### config.mk
export PLATFORM = sky130hd
export DESIGN_NAME = inst_fetch_seq
export DESIGN_NICKNAME = d
export VERILOG_FILES = /design/src/rtl/inst_fetch_seq.sv
export SDC_FILE = /design/constraint.sdc
export NUM_CORES = 1
export LEC_CHECK = 0
export ABC_CLOCK_PERIOD_IN_PS = 1700
export CAP_MARGIN = 20
export CORE_MARGIN = 2
export CORE_UTILIZATION = 35
export CTS_BUF_LIST = sky130_fd_sc_hd__clkbuf_8
export DETAILED_ROUTE_END_ITERATION = 8
export GPL_ROUTABILITY_DRIVEN = 1
export PLACE_DENSITY = 0.7
export SYNTH_ARGS = -nofsm -noshare
export SYNTH_HDL_FRONTEND = slang
export SYNTH_SLANG_ARGS = --single-unit
### constraint.sdc
create_clock -name clk -period 1.7 [get_ports clk]
set_input_delay 0.425 -clock clk [delete_from_list [all_inputs] [get_ports clk]]
set_output_delay 0.425 -clock clk [all_outputs]
set_load 0.03 [all_outputs]
### src/rtl/inst_fetch_seq.sv
// Instruction fetch sequencer: PC register, ROM address/issue control, HALT detection and issue counter.
// Issue is combinational from InstIn in RUN; stall holds PC and count with no issue; start restarts at START_ADDR.
module inst_fetch_seq #(
  parameter logic [7:0] START_ADDR = 8'd0,
  parameter logic [9:0] HALT_WORD  = 10'b0000000000,
  parameter int         CNT_W      = 16
) (
  input  logic             clk,
  input  logic             reset,
  input  logic             start,
  input  logic             stall,
  input  logic             branch_taken,
  input  logic [7:0]       branch_target,
  output logic [7:0]       InstAddress,
  input  logic [9:0]       InstIn,
  output logic [9:0]       instr_out,
  output logic             instr_valid,
  output logic             halted,
  output logic [CNT_W-1:0] issue_count
);

  typedef enum logic [1:0] {
    IDLE   = 2'd0,
    RUN    = 2'd1,
    HALTED = 2'd2
  } fetchState_t;

  localparam logic [CNT_W-1:0] CNT_ONE = {{(CNT_W-1){1'b0}}, 1'b1};

  fetchState_t      state;
  fetchState_t      stateNext;
  logic [7:0]       pc;
  logic [7:0]       pcNext;
  logic [CNT_W-1:0] issueCnt;
  logic [CNT_W-1:0] issueCntNext;

  logic running;
  logic isHaltWord;
  logic issueFire;
  logic cntSaturated;

  assign running      = (state == RUN);
  assign isHaltWord   = (InstIn == HALT_WORD);
  assign issueFire    = running && !stall && !isHaltWord;
  assign cntSaturated = (issueCnt == {CNT_W{1'b1}});

  always_ff @(posedge clk) begin
    if (reset) begin
      state    <= IDLE;
      pc       <= START_ADDR;
      issueCnt <= '0;
    end else begin
      state    <= stateNext;
      pc       <= pcNext;
      issueCnt <= issueCntNext;
    end
  end

  always_comb begin
    stateNext    = state;
    pcNext       = pc;
    issueCntNext = issueCnt;
    case (state)
      IDLE: begin
        pcNext = START_ADDR;
        if (start) begin
          stateNext    = RUN;
          issueCntNext = '0;
        end
      end
      RUN: begin
        // start beats stall, branch and halt detection
        if (start) begin
          pcNext       = START_ADDR;
          issueCntNext = '0;
        end else if (!stall) begin
          if (isHaltWord) begin
            stateNext = HALTED;
          end else begin
            pcNext = branch_taken ? branch_target : pc + 8'd1;
            if (!cntSaturated) begin
              issueCntNext = issueCnt + CNT_ONE;
            end
          end
        end
      end
      HALTED: begin
        if (start) begin
          stateNext    = RUN;
          pcNext       = START_ADDR;
          issueCntNext = '0;
        end
      end
      default: begin
        stateNext    = IDLE;
        pcNext       = START_ADDR;
        issueCntNext = '0;
      end
    endcase
  end

  assign InstAddress = pc;
  assign instr_out   = running ? InstIn : 10'b0;
  assign instr_valid = issueFire;
  assign halted      = (state == HALTED);
  assign issue_count = issueCnt;

endmodule

Word level (Yosys, flattened, before mapping)

Cells that the tools add are included.

Logic and storage cells: 44
Bits in registers: 26

Eq/ne operators: 11
Muxes and demuxes: 18
Reductions and logical operators: 10
$add $sub $neg: 2

Operators with widths:

| operator                                             | number |
|---|---|
| two-way mux 16 bit                                   | 5 |
| two-way mux 8 bit                                    | 5 |
| case mux 16 bit (2 select lines)                     | 1 |
| adder 16 x 1 -> 16 bit (second input constant)       | 1 |
| equality test 16 bit (second input constant)         | 1 |
| case mux 8 bit (2 select lines)                      | 1 |
| logical NOT 10 bit                                   | 1 |
| two-way mux 10 bit                                   | 1 |
| != test 3 bit (second input constant)                | 3 |
| adder 8 x 1 -> 8 bit (second input constant)         | 1 |
| two-way mux 2 bit                                    | 4 |
| AND reduction 4 bit                                  | 2 |
| != test 2 bit (second input constant)                | 3 |
| != test 2 x 1 -> 1 bit (second input constant)       | 2 |
| case mux 2 bit (2 select lines)                      | 1 |
| AND reduction 3 bit                                  | 1 |
| equality test 2 x 1 -> 1 bit (second input constant) | 1 |
| equality test 2 bit (second input constant)          | 1 |
| logical AND 1 bit                                    | 2 |
| logical NOT 1 bit                                    | 2 |
| logical NOT 2 bit                                    | 1 |
| OR reduction 2 bit                                   | 1 |

Logic depth before layout (Yosys ltp)

Depth in word-level cells: 6
Gate-level depth with buffers: 8

Worst setup path before layout

No wires, ideal clock.

Path kind: register to register
From: register issueCnt[0], in the netlist issue_count[0]
To: register issueCnt[8], in the netlist issue_count[8]
Data required time: 1.609 ns
Path slack: -0.379 ns
Setup time: 0.091 ns
Clock period less this slack: 2.079 ns
Buffers on the path: 2
Arrival: 1.988 ns
Stages on the path, launching flop included: 9
Cell sequence: dfxtp_1 -> ha_1 -> nand3_1 -> nor3_2 -> and3_1 -> buf_6 -> buf_6 -> nor2_1 -> a311oi_1

Longest elaborated chain between the ends: 6
Elaborated cells on any way between the ends: 9
Those cells by class: add/sub (1); eq/ne (2); mux (5); reduce/logical (1)

Ends and longest elaborated chain:

| element                          | RTL line | RTL |
|---|---|---|
| from (decl)                      | 34       | `logic [CNT_W-1:0] issueCnt;` |
| from (signal assigned)           | 55       | `issueCnt <= issueCntNext;` |
| adder 16 x 1 -> 16 bit           | 82       | `issueCntNext = issueCnt + CNT_ONE;` |
| two-way mux 16 bit               | 81       | `if (!cntSaturated) begin` |
| two-way mux 16 bit               | 77       | `if (isHaltWord) begin` |
| two-way mux 16 bit               | 76       | `end else if (!stall) begin` |
| two-way mux 16 bit               | 73       | `if (start) begin` |
| case mux 16 bit (2 select lines) | 63       | `case (state)` |

Parallel ways exist; a longest one is shown, timed or not. The select of a mux whose other input is x is not followed.
A chain may end at the register's enable or synchronous reset.

Worst setup path in the final report

From: input port InstIn[2]
To: output port instr_valid

Longest elaborated chain between the ends: 3

Ends and longest elaborated chain:

| element            | RTL line | RTL |
|---|---|---|
| from (decl)        | 15       | `input logic [9:0] InstIn,` |
| logical NOT 10 bit | 43       | `assign isHaltWord = (InstIn == HALT_WORD);` |
| logical NOT 1 bit  | 44       | `assign issueFire = running && !stall && !isHaltWord;` |
| logical AND 1 bit  | 44       |  |
| to (decl)          | 17       | `output logic instr_valid,` |

Every way passes these cells.

==> flow_metrics.tcl <==
set metrics [dict create \
    slowest_delay_ns 0.25 \
    gp_congestion 0.901 \
    slew_headroom 0.779 \
    vias 2162 \
    core_area_mm2 0.00438 \
    rows 24 \
    leakage_nw 1.32 \
    start_util 0.367 \
    placed_cell_area_mm2 0.00261 \
    cts_hold_buf 0 \
    drt_pass1_iterations 4 \
    fin_crit_sh 1.05 \
    clk_path_buf_depth 2 \
    drive_gt1_frac 0.460 \
    critPathKind "input port to output port" \
    avgSynthCellArea_um2 7.73 \
    synth-edff-count 0 \
    num_io_pins 59 \
    fin_skew_ns 0.00145 \
    wire_per_inst_um 16.4 \
    critical_path_required_ns 1.27 \
    yosysUniqueCellTypes 45 \
    diodes 0 \
    fin_nets 350 \
    fmax_mhz 559 \
    areaGrowthSynthToFinish_pct 90.4 \
    antenna_found_initial 0 \
    syn_nets 233 \
    grt.overflow.total 0 \
    dp_hpwl_um 3890 \
    layout_min_cycle_time_ns 1.79 \
    netlist_area_mm2 0.00161 \
    die_h_um 71.8 \
    ys.flop_type "dfxtp_1" \
    clockRootBuffer "clkbuf_8" \
    violations "negative setup slack" \
    grt_max_degree 16 \
    ys_seq_area_frac 0.324 \
    maxCapViolCount 0 \
    cp-start-kind "input port" \
    setup_viol 19 \
    setup_ws_ns -0.0887 \
    tightestPinTransition_ns 0.330 \
    path_cells "clkdlybuf4s15_2 > nor4_4 > nand3_2 > and3_4 > buf_6" \
    cp_top_family "simple AND/OR/NAND/NOR gates" \
    drc_errors 0 \
    outcome "finished, violations left" \
    grt_pass1_vias 1940 \
    htree_levels 1 \
    syn_inst 208 \
    final_cells 376 \
    cp_max_fo 2 \
    timing.hold.ws_ns 0.497 \
    routed_wl_um 6170 \
    hold_path.class "register to register" \
    critPathCaptureType "output port" \
    p_per_area_mw_per_mm2 497 \
    routed_via_density 5.75 \
    async_flop_share 0 \
    postLayoutCellArea_mm2 0.00306 \
    portBuffers 58 \
    grt_pass1_wl_um 9290 \
    ir_worst_vdd_uv 490 \
    place_inst 357 \
    slowest_stage "nor4_4" \
    antenna_left 0 \
    cts_tree "built" \
    cts.clk_slew.worst_paths_ns 0.09 \
    hold_viol 0 \
    path_buf_inv 2 \
    insertion_delay_ns 0.27 \
    yosys_register_bits 26 \
    critPathArrivalTime_ns 1.36 \
    ys_warn_count 0 \
    rsz0062_at_grt "yes" \
    first_iter_violations 72 \
    dieArea_mm2 0.00515 \
    grt_util_all_layers 0.225 \
    cts-buffers-inserted 3 \
    die_w_um 71.8 \
    slew_violations 0 \
    finish.utilization 0.698 \
    clock_sinks 26 \
]
[cell usage in the layout (no fill, tap or decap), drive strengths merged, types with 3 or more instances in the layout]
cell type / count
and4: 3
and3: 4
nand4: 8
dlygate4sd2: 30
nor3: 6
clkbuf: 4
or4: 5
a21oi: 18
nand2b: 4
nor2: 16
a22oi: 3
dfxtp: 26
and2: 10
nand2: 26
inv: 4
nor4: 3
o21ai: 13
or2: 4
o31ai: 8
xor2: 3
clkdlybuf4s50: 10
buf: 76
o311ai: 6
nand3: 11
[synthesized netlist by cell type, types with 2 or more instances]
cell type,number,area share
a21oi_1,18,0.056
a22oi_1,3,0.014
a311oi_1,2,0.011
and2_1,10,0.039
and3_1,3,0.012
and4_1,2,0.011
buf_2,2,0.0062
buf_6,3,0.021
clkbuf_1,3,0.0070
dfxtp_1,26,0.32
ha_1,2,0.016
inv_1,4,0.0093
nand2_1,26,0.061
nand2b_1,3,0.012
nand3_1,11,0.034
nand4_1,8,0.031
nand4b_1,2,0.011
nor2_1,15,0.035
nor3_1,4,0.012
nor3_2,2,0.012
nor4_1,3,0.012
o21ai_0,7,0.022
o21ai_1,6,0.019
o21bai_1,2,0.0093
o311ai_1,6,0.033
o31ai_1,8,0.037
o41ai_1,2,0.011
or2_2,2,0.0078
or4_1,5,0.023
xor2_1,3,0.016
[per-stage QoR]
stage,TNS (ns),power [W],worst slack (ns)
2_1_floorplan,-0.0272,0.000779,-0.0272
3_3_place_gp,-10.42,0.000938,-0.846
3_5_place_dp,-11.11,0.000941,-0.866
4_1_cts,-0.599,0.00150,-0.0919
5_1_grt,-2.76,0.00158,-0.172
6_report,-0.957,0.00152,-0.0887
[layout make-up]
class | instances | area, µm²
Fill cell | 346 | 1320
Timing Repair Buffer | 118 | 1040
Clock buffer | 3 | 41.3
Tap cell | 52 | 65.1
Inverter | 4 | 15.0
Clock inverter | 1 | 30.0
Sequential cell | 26 | 552
Multi-Input combinational cell | 172 | 1320
[cell families (layout without fill, tap and decap cells)]
kind of cell             after synthesis  count (layout)  share of synthesized area
AO/OA/AOI/OAI                         60              60                      0.240
XOR/XNOR                               3               3                     0.0163
adder cells (fa/ha/maj)                2               2                     0.0156
buffers and inverters                 12             126                     0.0436
flip-flops                            26              26                      0.324
multiplexers                           2               2                     0.0132
AND/OR/NAND/NOR                      103             105                      0.347
[tightest hold or removal path, stage by stage (launching register included)]
cell	delay [ns]
dfxtp_2	0.35
nand2_1	0.06
mux2i_1	0.06
[state kept, by name (all words and copies together) (netlist names)]
signal / count
state: 2
InstAddress: 8
issue_count: 16
[final timing paths]
check / from / to / slack (ns) / cells past startpoint
worst max-delay path: InstIn[2] / instr_valid / -0.09 / 5
worst min-delay path: issue_count[7]$_SDFFE_PP0P_ / issue_count[7]$_SDFFE_PP0P_ / 0.50 / 2
worst max register to register: issue_count[0]$_SDFFE_PP0P_ / issue_count[10]$_SDFFE_PP0P_ / -0.08 / 7
worst min register to register: issue_count[7]$_SDFFE_PP0P_ / issue_count[7]$_SDFFE_PP0P_ / 0.50 / 2
[power breakdown]
part           switching, W  internal [W]  leakage (nW)
logic              0.000199      0.000187          1.06
clock network      0.000207      0.000315        0.0357
registers        0.00000829      0.000607         0.218
total              0.000414       0.00111          1.32
[metal layers]
metal / global-route usage / share of wire
met3: 0.0352 / 0.062
met1: 0.288 / 0.42
met5: 0 / 0
met2: 0.383 / 0.50
met4: 0.0776 / 0.014
[what timing repair did]
item / CTS / global route
gates cloned: 3 / 0
pin swaps: 25 / 15
buffers inserted: 7 / 6
gates resized for setup: 103 / 34
setup endpoints to repair: 57 / 28
Power figures use the tool's default switching activity.
